==> src/rtl/audio_min_max_sched.sv <==
// Two-requester window min/max engine sharing one RAM read port and one accumulator.
// Requests are served round-robin; each result is returned with a one-cycle done pulse.
module audio_min_max_sched #(
  parameter int unsigned DATA_W = 32,
  parameter int unsigned ADDR_W = 10,
  parameter int unsigned LEN_W  = 11
) (
  input  logic              clk,
  input  logic              reset,
  input  logic              start0,
  input  logic [ADDR_W-1:0] base0,
  input  logic [LEN_W-1:0]  len0,
  input  logic              start1,
  input  logic [ADDR_W-1:0] base1,
  input  logic [LEN_W-1:0]  len1,
  output logic              busy0,
  output logic              busy1,
  output logic              mem_rd,
  output logic [ADDR_W-1:0] mem_addr,
  input  logic [DATA_W-1:0] mem_rdata,
  output logic              d,
  output logic              d_id,
  output logic [DATA_W-1:0] out_max,
  output logic [DATA_W-1:0] out_min,
  output logic              out_err
);

  typedef enum logic [1:0] {S_IDLE, S_READ, S_DRAIN, S_DONE} state_t;

  state_t state_q, state_d;

  logic              pend0_q, pend1_q;
  logic [ADDR_W-1:0] base0_q, base1_q;
  logic [LEN_W-1:0]  len0_q, len1_q;
  logic              last_id_q, last_id_d;
  logic              id_q, id_d;
  logic [LEN_W-1:0]  cnt_q, cnt_d;
  logic              first_q, first_d;
  logic              rd_vld_q;
  logic signed [DATA_W-1:0] acc_max_q, acc_max_d, acc_min_q, acc_min_d;
  logic signed [DATA_W-1:0] rdata_s;
  logic              mem_rd_q, mem_rd_d;
  logic [ADDR_W-1:0] mem_addr_q, mem_addr_d;
  logic              d_q, d_d, d_id_q, d_id_d, out_err_q, out_err_d;
  logic [DATA_W-1:0] out_max_q, out_max_d, out_min_q, out_min_d;

  logic              any_pend_c, gnt_id_c, clr0_c, clr1_c;
  logic [ADDR_W-1:0] gnt_base_c;
  logic [LEN_W-1:0]  gnt_len_c;

  assign rdata_s  = $signed(mem_rdata);
  assign busy0    = pend0_q;
  assign busy1    = pend1_q;
  assign mem_rd   = mem_rd_q;
  assign mem_addr = mem_addr_q;
  assign d        = d_q;
  assign d_id     = d_id_q;
  assign out_max  = out_max_q;
  assign out_min  = out_min_q;
  assign out_err  = out_err_q;

  // Round-robin grant: with both pending, the channel not served last wins.
  always_comb begin
    any_pend_c = pend0_q | pend1_q;
    gnt_id_c   = pend1_q;
    if (pend0_q && pend1_q) gnt_id_c = ~last_id_q;
    gnt_base_c = gnt_id_c ? base1_q : base0_q;
    gnt_len_c  = gnt_id_c ? len1_q : len0_q;
  end

  // Request capture; a start while already pending is dropped.
  always_ff @(posedge clk or posedge reset) begin
    if (reset) begin
      pend0_q <= 1'b0;
      pend1_q <= 1'b0;
      base0_q <= '0;
      base1_q <= '0;
      len0_q  <= '0;
      len1_q  <= '0;
    end else begin
      if (!pend0_q && start0) begin
        pend0_q <= 1'b1;
        base0_q <= base0;
        len0_q  <= len0;
      end else if (clr0_c) begin
        pend0_q <= 1'b0;
      end
      if (!pend1_q && start1) begin
        pend1_q <= 1'b1;
        base1_q <= base1;
        len1_q  <= len1;
      end else if (clr1_c) begin
        pend1_q <= 1'b0;
      end
    end
  end

  // FSM state register.
  always_ff @(posedge clk or posedge reset) begin
    if (reset) state_q <= S_IDLE;
    else       state_q <= state_d;
  end

  // FSM next-state logic.
  always_comb begin
    state_d = state_q;
    case (state_q)
      S_IDLE:  if (any_pend_c) state_d = (gnt_len_c == '0) ? S_DONE : S_READ;
      S_READ:  if (cnt_q == LEN_W'(1)) state_d = S_DRAIN;
      S_DRAIN: state_d = S_DONE;
      S_DONE:  state_d = S_IDLE;
      default: state_d = S_IDLE;
    endcase
  end

  // FSM outputs and datapath next values; accumulation runs the cycle after each read.
  always_comb begin
    cnt_d      = cnt_q;
    id_d       = id_q;
    first_d    = first_q;
    acc_max_d  = acc_max_q;
    acc_min_d  = acc_min_q;
    mem_rd_d   = 1'b0;
    mem_addr_d = mem_addr_q;
    d_d        = 1'b0;
    d_id_d     = d_id_q;
    out_max_d  = out_max_q;
    out_min_d  = out_min_q;
    out_err_d  = out_err_q;
    last_id_d  = last_id_q;
    clr0_c     = 1'b0;
    clr1_c     = 1'b0;

    if (rd_vld_q) begin
      if (first_q) begin
        acc_max_d = rdata_s;
        acc_min_d = rdata_s;
        first_d   = 1'b0;
      end else begin
        if (rdata_s > acc_max_q) acc_max_d = rdata_s;
        if (rdata_s < acc_min_q) acc_min_d = rdata_s;
      end
    end

    case (state_q)
      S_IDLE: begin
        if (any_pend_c) begin
          id_d       = gnt_id_c;
          cnt_d      = gnt_len_c;
          first_d    = 1'b1;
          mem_addr_d = gnt_base_c;
          if (gnt_len_c == '0) begin
            d_d       = 1'b1;
            d_id_d    = gnt_id_c;
            out_err_d = 1'b1;
            out_max_d = '0;
            out_min_d = '0;
          end else begin
            mem_rd_d = 1'b1;
          end
        end
      end
      S_READ: begin
        cnt_d = cnt_q - LEN_W'(1);
        if (cnt_q != LEN_W'(1)) begin
          mem_rd_d   = 1'b1;
          mem_addr_d = mem_addr_q + ADDR_W'(1);
        end
      end
      S_DRAIN: begin
        d_d       = 1'b1;
        d_id_d    = id_q;
        out_max_d = acc_max_d;
        out_min_d = acc_min_d;
        out_err_d = 1'b0;
      end
      S_DONE: begin
        last_id_d = id_q;
        clr0_c    = ~id_q;
        clr1_c    = id_q;
      end
      default: ;
    endcase
  end

  // Datapath and output registers.
  always_ff @(posedge clk or posedge reset) begin
    if (reset) begin
      last_id_q  <= 1'b1;
      id_q       <= 1'b0;
      cnt_q      <= '0;
      first_q    <= 1'b0;
      rd_vld_q   <= 1'b0;
      acc_max_q  <= '0;
      acc_min_q  <= '0;
      mem_rd_q   <= 1'b0;
      mem_addr_q <= '0;
      d_q        <= 1'b0;
      d_id_q     <= 1'b0;
      out_max_q  <= '0;
      out_min_q  <= '0;
      out_err_q  <= 1'b0;
    end else begin
      last_id_q  <= last_id_d;
      id_q       <= id_d;
      cnt_q      <= cnt_d;
      first_q    <= first_d;
      rd_vld_q   <= mem_rd_q;
      acc_max_q  <= acc_max_d;
      acc_min_q  <= acc_min_d;
      mem_rd_q   <= mem_rd_d;
      mem_addr_q <= mem_addr_d;
      d_q        <= d_d;
      d_id_q     <= d_id_d;
      out_max_q  <= out_max_d;
      out_min_q  <= out_min_d;
      out_err_q  <= out_err_d;
    end
  end

endmodule

==> config.mk <==
export PLATFORM = sky130hd
export DESIGN_NAME = audio_min_max_sched
export DESIGN_NICKNAME = d
export VERILOG_FILES = /design/src/rtl/audio_min_max_sched.sv
export SDC_FILE = /design/constraint.sdc
export NUM_CORES = 1
export LEC_CHECK = 0
export CAP_MARGIN = 20
export CORE_ASPECT_RATIO = 0.6
export CORE_UTILIZATION = 40
export CTS_BUF_LIST = sky130_fd_sc_hd__clkbuf_16
export DETAILED_ROUTE_END_ITERATION = 6
export GPL_TIMING_DRIVEN = 0
export PLACE_DENSITY_LB_ADDON = 0.08
export RECOVER_POWER = 25
export SLEW_MARGIN = 20
export SYNTH_ARGS = -nofsm -noshare
export SYNTH_HDL_FRONTEND = slang
export SYNTH_SLANG_ARGS = --single-unit
==> constraint.sdc <==
create_clock -name clk -period 8.5 [get_ports clk]
set_clock_uncertainty 0.15 [all_clocks]
set_input_delay 1.275 -clock clk [delete_from_list [all_inputs] [get_ports clk]]
set_output_delay 1.275 -clock clk [all_outputs]
set_load 0.05 [all_outputs]
==> results.toml, run 1 <==
[timing]
post-route-min-period_ps = 4850
relSlewSlack_pct = -60.0
finalCritPeriodShare_pct = 57.0
tightest_slew_ps = 2390
fmax_ghz = 0.206
hold_viol = 0
slew_viol_final = 52
rsz0062_at_grt = "no"
setup-violations-final = 0

[yosys]
yosys.area_share.simple_pct = 15.3
synthMuxAreaShare_pct = 11.1
synth_top_area_share_pct = 45.4
synth_edf_count = 0
synthXorXnorAreaFrac_pct = 0
yosys_register_bits = 203
synth-compound-area-share_pct = 14.6
syn_avg_cell_area_um2 = 10.0
synth_top_cells_by_count = "dfrtp_1, nand2_1, inv_1"
syn_area_um2 = 11100
synth_area_leaders = "dfrtp_1, ha_1, mux2_2"
synth_most_common_cell = "dfrtp_1"
ys_warn_count = 0
synthAdderAreaFrac_pct = 7.87
postSynthCellCount = 1108
synth_top_family_by_area = "simple AND/OR/NAND/NOR gates"
async_flop_share_pct = 100
syn_nets = 1256
synth_largest_area_cell = "dfrtp_1"
synth.distinct_cells = 58
seq_area_frac_synth_pct = 45.7
synth_flop_cell = "dfrtp_1"

[routing]
vias_per_cell = 5.68
drc = 0
wirelength_mm = 34.7
wl_per_cell_um = 20.9
firstDrtPassIters = 6
ant_nets = 0
initialDrtViolationCount = 798
vias = 9443

[placed_design]
dpl.hpwl_mm = 26.0
portBuffers = 157
place_area_um2 = 13200
place_congestion = 0.886

[clocking]
clock_sinks = 203
cts_buffers = 21
htreeDepth = 1
cts-root-buf = "clkbuf_16"
postCtsSetupRepairBufs = 0
clock_latency_ps = 520
cts_resized = 0
path_clk_slew_ps = 60
clk_path_buf_depth = 3
cts_tree = "built"
hold_buffers = 0

[outcome]
violations = "max-capacitance violations, max-slew violations"
status = "finished, violations left"

[critical_path]
worstSetupStartpointType = "input pin"
cp_max_fo = 10
endpoint_kind = "flop"
required_ps = 8790
worstSetupPathType = "in -> reg"
arrival_ps = 5140

[floorplanning]
io_pins = 158
die_x_um = 217
fp.dieH_um = 131
start_util_pct = 41.4
core_um2 = 26900
die_area_um2 = 28500
rows = 46

[job]
maxCapViolCount = 1

[pwr]
p_per_area_nw_per_um2 = 459
power.total_w = 0.00633
ir_drop_uv = 243
p_leak_nw = 6.09

[grt]
grt_max_degree = 83
grt_pass1_wl_mm = 54.2
grt_use_total_pct = 24.6
overflow = 0
grt_pass1_vias = 9105
grt_antenna_before_repair = 0

[layout]
drive_gt1_share_pct = 9.82
area_delta_synth_final_pct = 24.0
nFillCells = 2530
diodes = 0
fin_area_um2 = 13800
nets = 1438

[min_path]
min-delay-path-class = "reg -> reg"
power by group:
| part | leakage (nW) | internal, W | switching, W |
|---|---|---|---|
| clock network | 0.322 | 0.000449 | 0.000395 |
| logic | 3.34 | 0.00139 | 0.00225 |
| registers | 2.43 | 0.00147 | 0.000380 |
| total | 6.09 | 0.00331 | 0.00302 |
per-layer routing:
metal / up-vias / part of all wire [%] / track usage [%]
li1: 4423 / - / -
met1: 4628 / 54 / 42.0
met2: 347 / 36 / 29.7
met3: 45 / 7.9 / 5.79
met4: 0 / 1.8 / 4.77
met5: - / 0 / 0
cells by family after synthesis:
family / after synthesis
AND/OR/NAND/NOR: 340
AO/OA/AOI/OAI: 233
flip-flops: 203
buffers and inverters: 152
multiplexers: 110
adder cells (fa/ha/maj): 70
flip-flops by register name (all words and copies together) (netlist names), 2 cells and up:
| name | flops |
|---|---|
| acc_min_q | 32 |
| state_q | 2 |
| base0_q | 10 |
| cnt_q | 11 |
| len1_q | 11 |
| base1_q | 10 |
| out_max | 32 |
| acc_max_q | 32 |
| out_min | 32 |
| len0_q | 11 |
| mem_addr | 10 |
final cells by class:
type / instances / area, um^2 / area share, %
multi-input cells: 753 / 5440 / 39.4
clock inverters: 15 / 71.3 / 0.517
repair buffers: 159 / 1630 / 11.8
plain buffers: 72 / 303 / 2.19
flip-flops and latches: 203 / 5080 / 36.8
inverters: 80 / 302 / 2.19
clock buffers: 21 / 526 / 3.81
well taps: 360 / 450 / 3.26
critical path, cell delays in order:
cell	delay (ps)
clkdlybuf4s50_1	540
ha_1	390
and4_1	230
nor3b_1	430
o211ai_1	210
a2111oi_2	740
or3_1	190
buf_2	220
buf_1	620
a311o_1	280
per-stage QoR:
| step | TNS, ps | worst slack (ps) | hold WS (ps) | instances | utilization (%) |
|---|---|---|---|---|---|
| floorplan | 0 | 1540 | 304 | 1108 | - |
| global placement | -324670 | -1630 | 210 | 1625 | 48.9 |
| detailed placement | 0 | 3200 | 224 | 1627 | 49.1 |
| CTS | 0 | 3740 | 238 | 1663 | 51.4 |
| global route | 0 | 3430 | 243 | 1663 | 51.3 |
| finish | 0 | 3650 | 232 | 1663 | 51.3 |
layout by cell type (no fill, tap or decap), drive strengths merged, types with 3 or more instances in the layout:
| cell | count |
|---|---|
| nor2 | 57 |
| a22o | 3 |
| clkinv | 7 |
| nor2b | 4 |
| buf | 16 |
| a311o | 32 |
| or3 | 4 |
| mux2i | 4 |
| clkbuf | 79 |
| and3 | 4 |
| o21ai | 34 |
| and2 | 35 |
| mux2 | 106 |
| a211o | 32 |
| a31oi | 33 |
| a31o | 3 |
| dfrtp | 202 |
| nand4 | 10 |
| nand2b | 4 |
| and4 | 5 |
| clkdlybuf4s50 | 155 |
| ha | 70 |
| inv | 86 |
| a21oi | 59 |
| nand2 | 113 |
| nor3 | 13 |
| nor4 | 69 |
| nand3 | 15 |
| o22ai | 15 |
worst paths after layout:
| check | start | to | slack [ps] | depth (start not counted) |
|---|---|---|---|---|
| setup / recovery | mem_rdata[6] | out_min[26] | 3650 | 10 |
| hold / removal | mem_rd | rd_vld_q | 230 | 0 |
| setup reg to reg | acc_min_q[6] | out_min[26] | 4620 | 10 |
| hold reg to reg | mem_rd | rd_vld_q | 230 | 0 |
| max in group asynchronous | reset | base0_q[2] | 4920 | 4 |
| min in group asynchronous | reset | len1_q[4] | 1720 | 2 |
Power figures use the tool's default switching activity.
==> inputs of run 2 (changes only) <==
==> constraint.sdc (replaced) <==
create_clock -name clk -period 4.5 [get_ports clk]
set_clock_uncertainty 0.15 [all_clocks]
set_input_delay 0.675 -clock clk [delete_from_list [all_inputs] [get_ports clk]]
set_output_delay 0.675 -clock clk [all_outputs]
set_load 0.05 [all_outputs]
==> run 2 against run 1 <==
  * The run still ends with max-capacitance violations, max-slew violations left
  * Cell area rose by 0.73%
  * Die area unchanged
  * Sequential power up 90%
  * Largest power group unchanged
==> results.toml, run 2 (synthesis results as in run 1) <==
[routing]
ant_nets = 0
vias = 9454
wl_per_cell_um = 21.1
vias_per_cell = 5.66
wirelength_mm = 35.2
initialDrtViolationCount = 686
firstDrtPassIters = 5
drc = 0

[grt]
grt_pass1_wl_mm = 54.8
grt_antenna_before_repair = 0
grt_use_total_pct = 24.8
grt_pass1_vias = 9053
overflow = 0
grt_max_degree = 32

[clocking]
htreeDepth = 1
clock_latency_ps = 530
cts_tree = "built"
cts_buffers = 22
cts_resized = 0
clk_path_buf_depth = 3
path_clk_slew_ps = 60
clock_sinks = 203
hold_buffers = 0
postCtsSetupRepairBufs = 0
cts-root-buf = "clkbuf_16"

[min_path]
hold_depth = 0
min-delay-path-class = "reg -> reg"

[critical_path]
cp.depth = 10
timing.reg2reg.setup_slack_ps = 570
r2r-start = "acc_min_q[6]"
path_cells = "clkdlybuf4s50_1, ha_1, and4_1, nor3b_1, o211ai_1, a2111oi_2, or3_1, buf_2, buf_1, a311o_1"
slowest_delay_ps = 770
slowest_stage = "a2111oi_2"
required_ps = 4800
crit_family = "buffers and inverters"
crit_path_end = "out_min[22]"
worstSetupPathType = "in -> reg"
crit_start = "mem_rdata[6]"
ff2ff_path_depth = 10
cp_max_fo = 10
worstSetupStartpointType = "input pin"
arrival_ps = 4610
endpoint_kind = "flop"
r2r_end = "out_min[22]"
path_buf_inv = 3

[job]
maxCapViolCount = 2

[timing]
finalCritPeriodShare_pct = 95.8
post-route-min-period_ps = 4310
relSlewSlack_pct = -20.1
slew_viol_final = 60
timing.final.ws_setup_ps = 190
setup-violations-final = 0
hold_viol = 0
tightest_slew_ps = 1800
tns_ps = 0
fmax_ghz = 0.232
rsz0062_at_grt = "no"

[layout]
drive_gt1_share_pct = 10.2
final_cell_mix = "dfrtp_1, clkdlybuf4s50_1, nand2_1, inv_1, mux2_2"
nFillCells = 2511
area_delta_synth_final_pct = 25.0
diodes = 0
nets = 1444
final_common_cell = "dfrtp_1"

[placed_design]
portBuffers = 157
dpl.hpwl_mm = 26.6
place_congestion = 0.859
detailedPlace.worstSlack_ps = -176

[floorplanning]
io_pins = 158
start_util_pct = 41.4
fp.dieH_um = 131
rows = 46
die_area_um2 = 28500
core_um2 = 26900
die_x_um = 217

[outcome]
violations = "max-capacitance violations, max-slew violations"
status = "finished, violations left"

[pwr]
p_int_w = 0.00638
sw_frac_of_total_pct = 47.3
power.total_w = 0.0121
seqPwrFrac_pct = 29.1
p_per_area_nw_per_um2 = 871
ir_drop_uv = 435
power.switching_w = 0.00573
p_leak_nw = 6.12
clockPowerShare_pct = 14.4
p_comb_share_pct = 56.5
[run 2: cell types whose count changed in the layout (fill, tap and decap cells not counted), moves of 2 or more]
cell and change:
clkinv_1 +4, buf_12 +2, clkbuf_1 +2, clkbuf_16 +2, clkbuf_2 +2, inv_1 -2
[run 2: worst min-delay path by stage]
stage	slack [ps]	from	to
after floorplan	300	last_id_q	last_id_q
after global placement	260	mem_rd	rd_vld_q
after detailed placement	260	mem_rd	rd_vld_q
after CTS	270	mem_rd	rd_vld_q
after global routing	270	mem_rd	rd_vld_q
final	270	mem_rd	rd_vld_q
[run 2: power groups by stage]
stage / combinational [W] / clock [W] / sequential (W)
3_3_place_gp: 0.00667 / 0 / 0.00353
3_5_place_dp: 0.00679 / 0 / 0.00353
5_1_grt: 0.00740 / 0.00187 / 0.00364
4_1_cts: 0.00683 / 0.00179 / 0.00351
6_report: 0.00685 / 0.00174 / 0.00352
2_1_floorplan: 0.00359 / 0 / 0.00448
[run 2: metrics by stage]
stage / hold WS [ps] / cells / instance area (um^2) / util, %
6_report: 267 / 1671 / 13900 / 51.7
3_3_place_gp: 262 / 1625 / 13100 / 48.9
5_1_grt: 270 / 1671 / 13900 / 51.7
3_5_place_dp: 262 / 1632 / 13300 / 49.5
4_1_cts: 274 / 1671 / 14000 / 52.0
2_1_floorplan: 304 / 1108 / 11100 / -
[run 2: layout make-up]
cell class	count	area, um^2	area share (%)
sequential	203	5080	36.6
clock buffer	23	576	4.14
timing repair buffer	164	1660	11.9
clock inverter	16	92.6	0.666
tap	360	450	3.24
inverter	80	302	2.17
multi-input combinational	753	5440	39.1
buffer	72	303	2.18
[run 2: per-layer routing]
layer | GRT usage [%] | part of all wire (%)
met5 | 0 | 0
met4 | 4.11 | 1.3
met3 | 5.74 | 7.7
met2 | 30.1 | 36
met1 | 42.5 | 55
==> inputs of run 3 (changes only) <==
--- a/config.mk
+++ b/config.mk
@@ -7,7 +7,8 @@
 export LEC_CHECK = 0
 export CAP_MARGIN = 20
 export CORE_ASPECT_RATIO = 0.6
-export CORE_UTILIZATION = 40
+export CORE_MARGIN = 2
+export CORE_UTILIZATION = 55
 export CTS_BUF_LIST = sky130_fd_sc_hd__clkbuf_16
 export DETAILED_ROUTE_END_ITERATION = 6
 export GPL_TIMING_DRIVEN = 0
==> run 3 against run 2 <==
  * The run still ends with max-capacitance violations, max-slew violations left
  * Worst setup slack better by 110 ps
  * Combinational power is 0.7% higher
  * Clock power is essentially flat
  * Sequential cell count unchanged
  * Wire length is 4.5% lower
  * Cell area shrank 0.59%
  * Die area decreased by 25%
  * Hold slack worse by 21 ps
  * Total power rose by 0.35%
  * Register-to-register slack better by 140 ps
  * Count of clock-buffer cells in the layout fell by 2
  * Sequential power about the same
  * Largest power group unchanged
  * Highest routed layer unchanged
==> results.toml, run 3 (synthesis results as in run 1) <==
[clocking]
cts-root-buf = "clkbuf_16"
htreeDepth = 1
hold_buffers = 0
cts_buffers = 20
clock_latency_ps = 500
clk_path_buf_depth = 3
path_clk_slew_ps = 60
clock_sinks = 203
cts_tree = "built"
postCtsSetupRepairBufs = 0
cts_resized = 0

[grt]
grt_use_total_pct = 31.6
grt_max_degree = 33
grt_pass1_wl_mm = 52.6
grt_pass1_vias = 9101
overflow = 0
grt_antenna_before_repair = 0

[timing]
relSlewSlack_pct = -17.9
finalCritPeriodShare_pct = 93.3
rsz0062_at_grt = "no"
tightest_slew_ps = 1770
whs_ps = 245
fmax_ghz = 0.238
post-route-min-period_ps = 4200
tns_ps = 0
setup-violations-final = 0
slew_viol_final = 62
hold_viol = 0

[layout]
nets = 1442
area_delta_synth_final_pct = 24.2
final_cells = 1581
diodes = 0
drive_gt1_share_pct = 10.1
final_cell_mix = "dfrtp_1, clkdlybuf4s50_1, nand2_1, inv_1, mux2_2"
final_common_cell = "dfrtp_1"

[routing]
firstDrtPassIters = 5
vias_per_cell = 6.16
initialDrtViolationCount = 1025
ant_nets = 0
vias = 9744
wl_per_cell_um = 21.3
wirelength_mm = 33.6
drc = 0

[critical_path]
path_buf_inv = 3
ff2ff_path_depth = 10
arrival_ps = 4480
r2r_end = "out_min[27]"
path_cells = "clkdlybuf4s50_1, ha_1, and4_1, nor3b_1, o211ai_1, a2111oi_2, or3_1, buf_2, buf_1, a311o_1"
worstSetupStartpointType = "input pin"
required_ps = 4780
slowest_delay_ps = 740
r2r-start = "acc_min_q[7]"
cp_max_fo = 10
timing.reg2reg.setup_slack_ps = 710
crit_family = "buffers and inverters"
slowest_stage = "a2111oi_2"
endpoint_kind = "flop"
worstSetupPathType = "in -> reg"

[pwr]
clockPowerShare_pct = 14.4
power.switching_w = 0.00572
p_comb_share_pct = 56.7
p_leak_nw = 6.12
ir_drop_uv = 503
power.total_w = 0.0122
seqPwrFrac_pct = 28.8
p_per_area_nw_per_um2 = 880
sw_frac_of_total_pct = 47.1
p_int_w = 0.00643

[placed_design]
dpl.cell_count = 1545
portBuffers = 157
dpl.hpwl_mm = 24.9
place_congestion = 0.926

[floorplanning]
fp.dieH_um = 114
die_x_um = 188
core_um2 = 19900
rows = 40
start_util_pct = 55.8
die_area_um2 = 21400
io_pins = 158

[min_path]
hold-path-endpoint = "rd_vld_q"
min_from = "mem_rd"
min-delay-path-class = "reg -> reg"
hold_depth = 0

[job]
maxCapViolCount = 2

[outcome]
violations = "max-capacitance violations, max-slew violations"
status = "finished, violations left"
==> run 3: metrics by stage <==
step	setup slack [ps]	util [%]	cell area (um^2)
finish	302	69.4	13800
global route	200	69.4	13800
CTS	437	69.5	13900
detailed placement	-62.9	66.2	13200
global placement	-664	65.5	13000
floorplan	1050	-	11100
==> run 3: power by group through the flow <==
stage	registers [W]	logic, W	clock network, W
3_3_place_gp	0.00347	0.00660	0
4_1_cts	0.00349	0.00681	0.00176
5_1_grt	0.00362	0.00742	0.00185
2_1_floorplan	0.00448	0.00359	0
6_report	0.00351	0.00690	0.00175
3_5_place_dp	0.00350	0.00675	0
==> run 3: cell type report <==
cell class	count	area, um^2
inverter	80	302
clock inverter	15	139
buffer	72	303
sequential	203	5080
multi-input combinational	753	5440
clock buffer	21	526
timing repair buffer	164	1690
tap	273	342
fill	1617	6100
==> run 3: worst max-delay path by stage <==
stage	depth (start not counted)	startpoint	to	slack, ps
after floorplan	1	reset	acc_max_q[0]	1050
after global placement	2	reset	out_min[26]	-660
after detailed placement	10	mem_rdata[6]	out_min[27]	-60
after CTS	10	mem_rdata[6]	out_min[27]	440
after global routing	11	mem_rdata[17]	out_min[27]	200
final	10	mem_rdata[6]	out_min[27]	300
==> run 3: worst reg2reg max path: stages, from the launching register on <==
cell and delay [ps]:
dfrtp_1 380, inv_1 60, ha_1 290, and4_1 220, nor3b_1 350, o211ai_1 200, a2111oi_2 740, or3_1 190
buf_2 230, buf_1 620, a311o_1 280
==> run 3: per-layer routing <==
metal	part of all wire, %	wire length (um)	GRT usage [%]
met1	49	16600	51.3
met4	1.3	422	4.78
met2	38	12800	41.5
met3	11	3770	9.44
met5	0	0	0
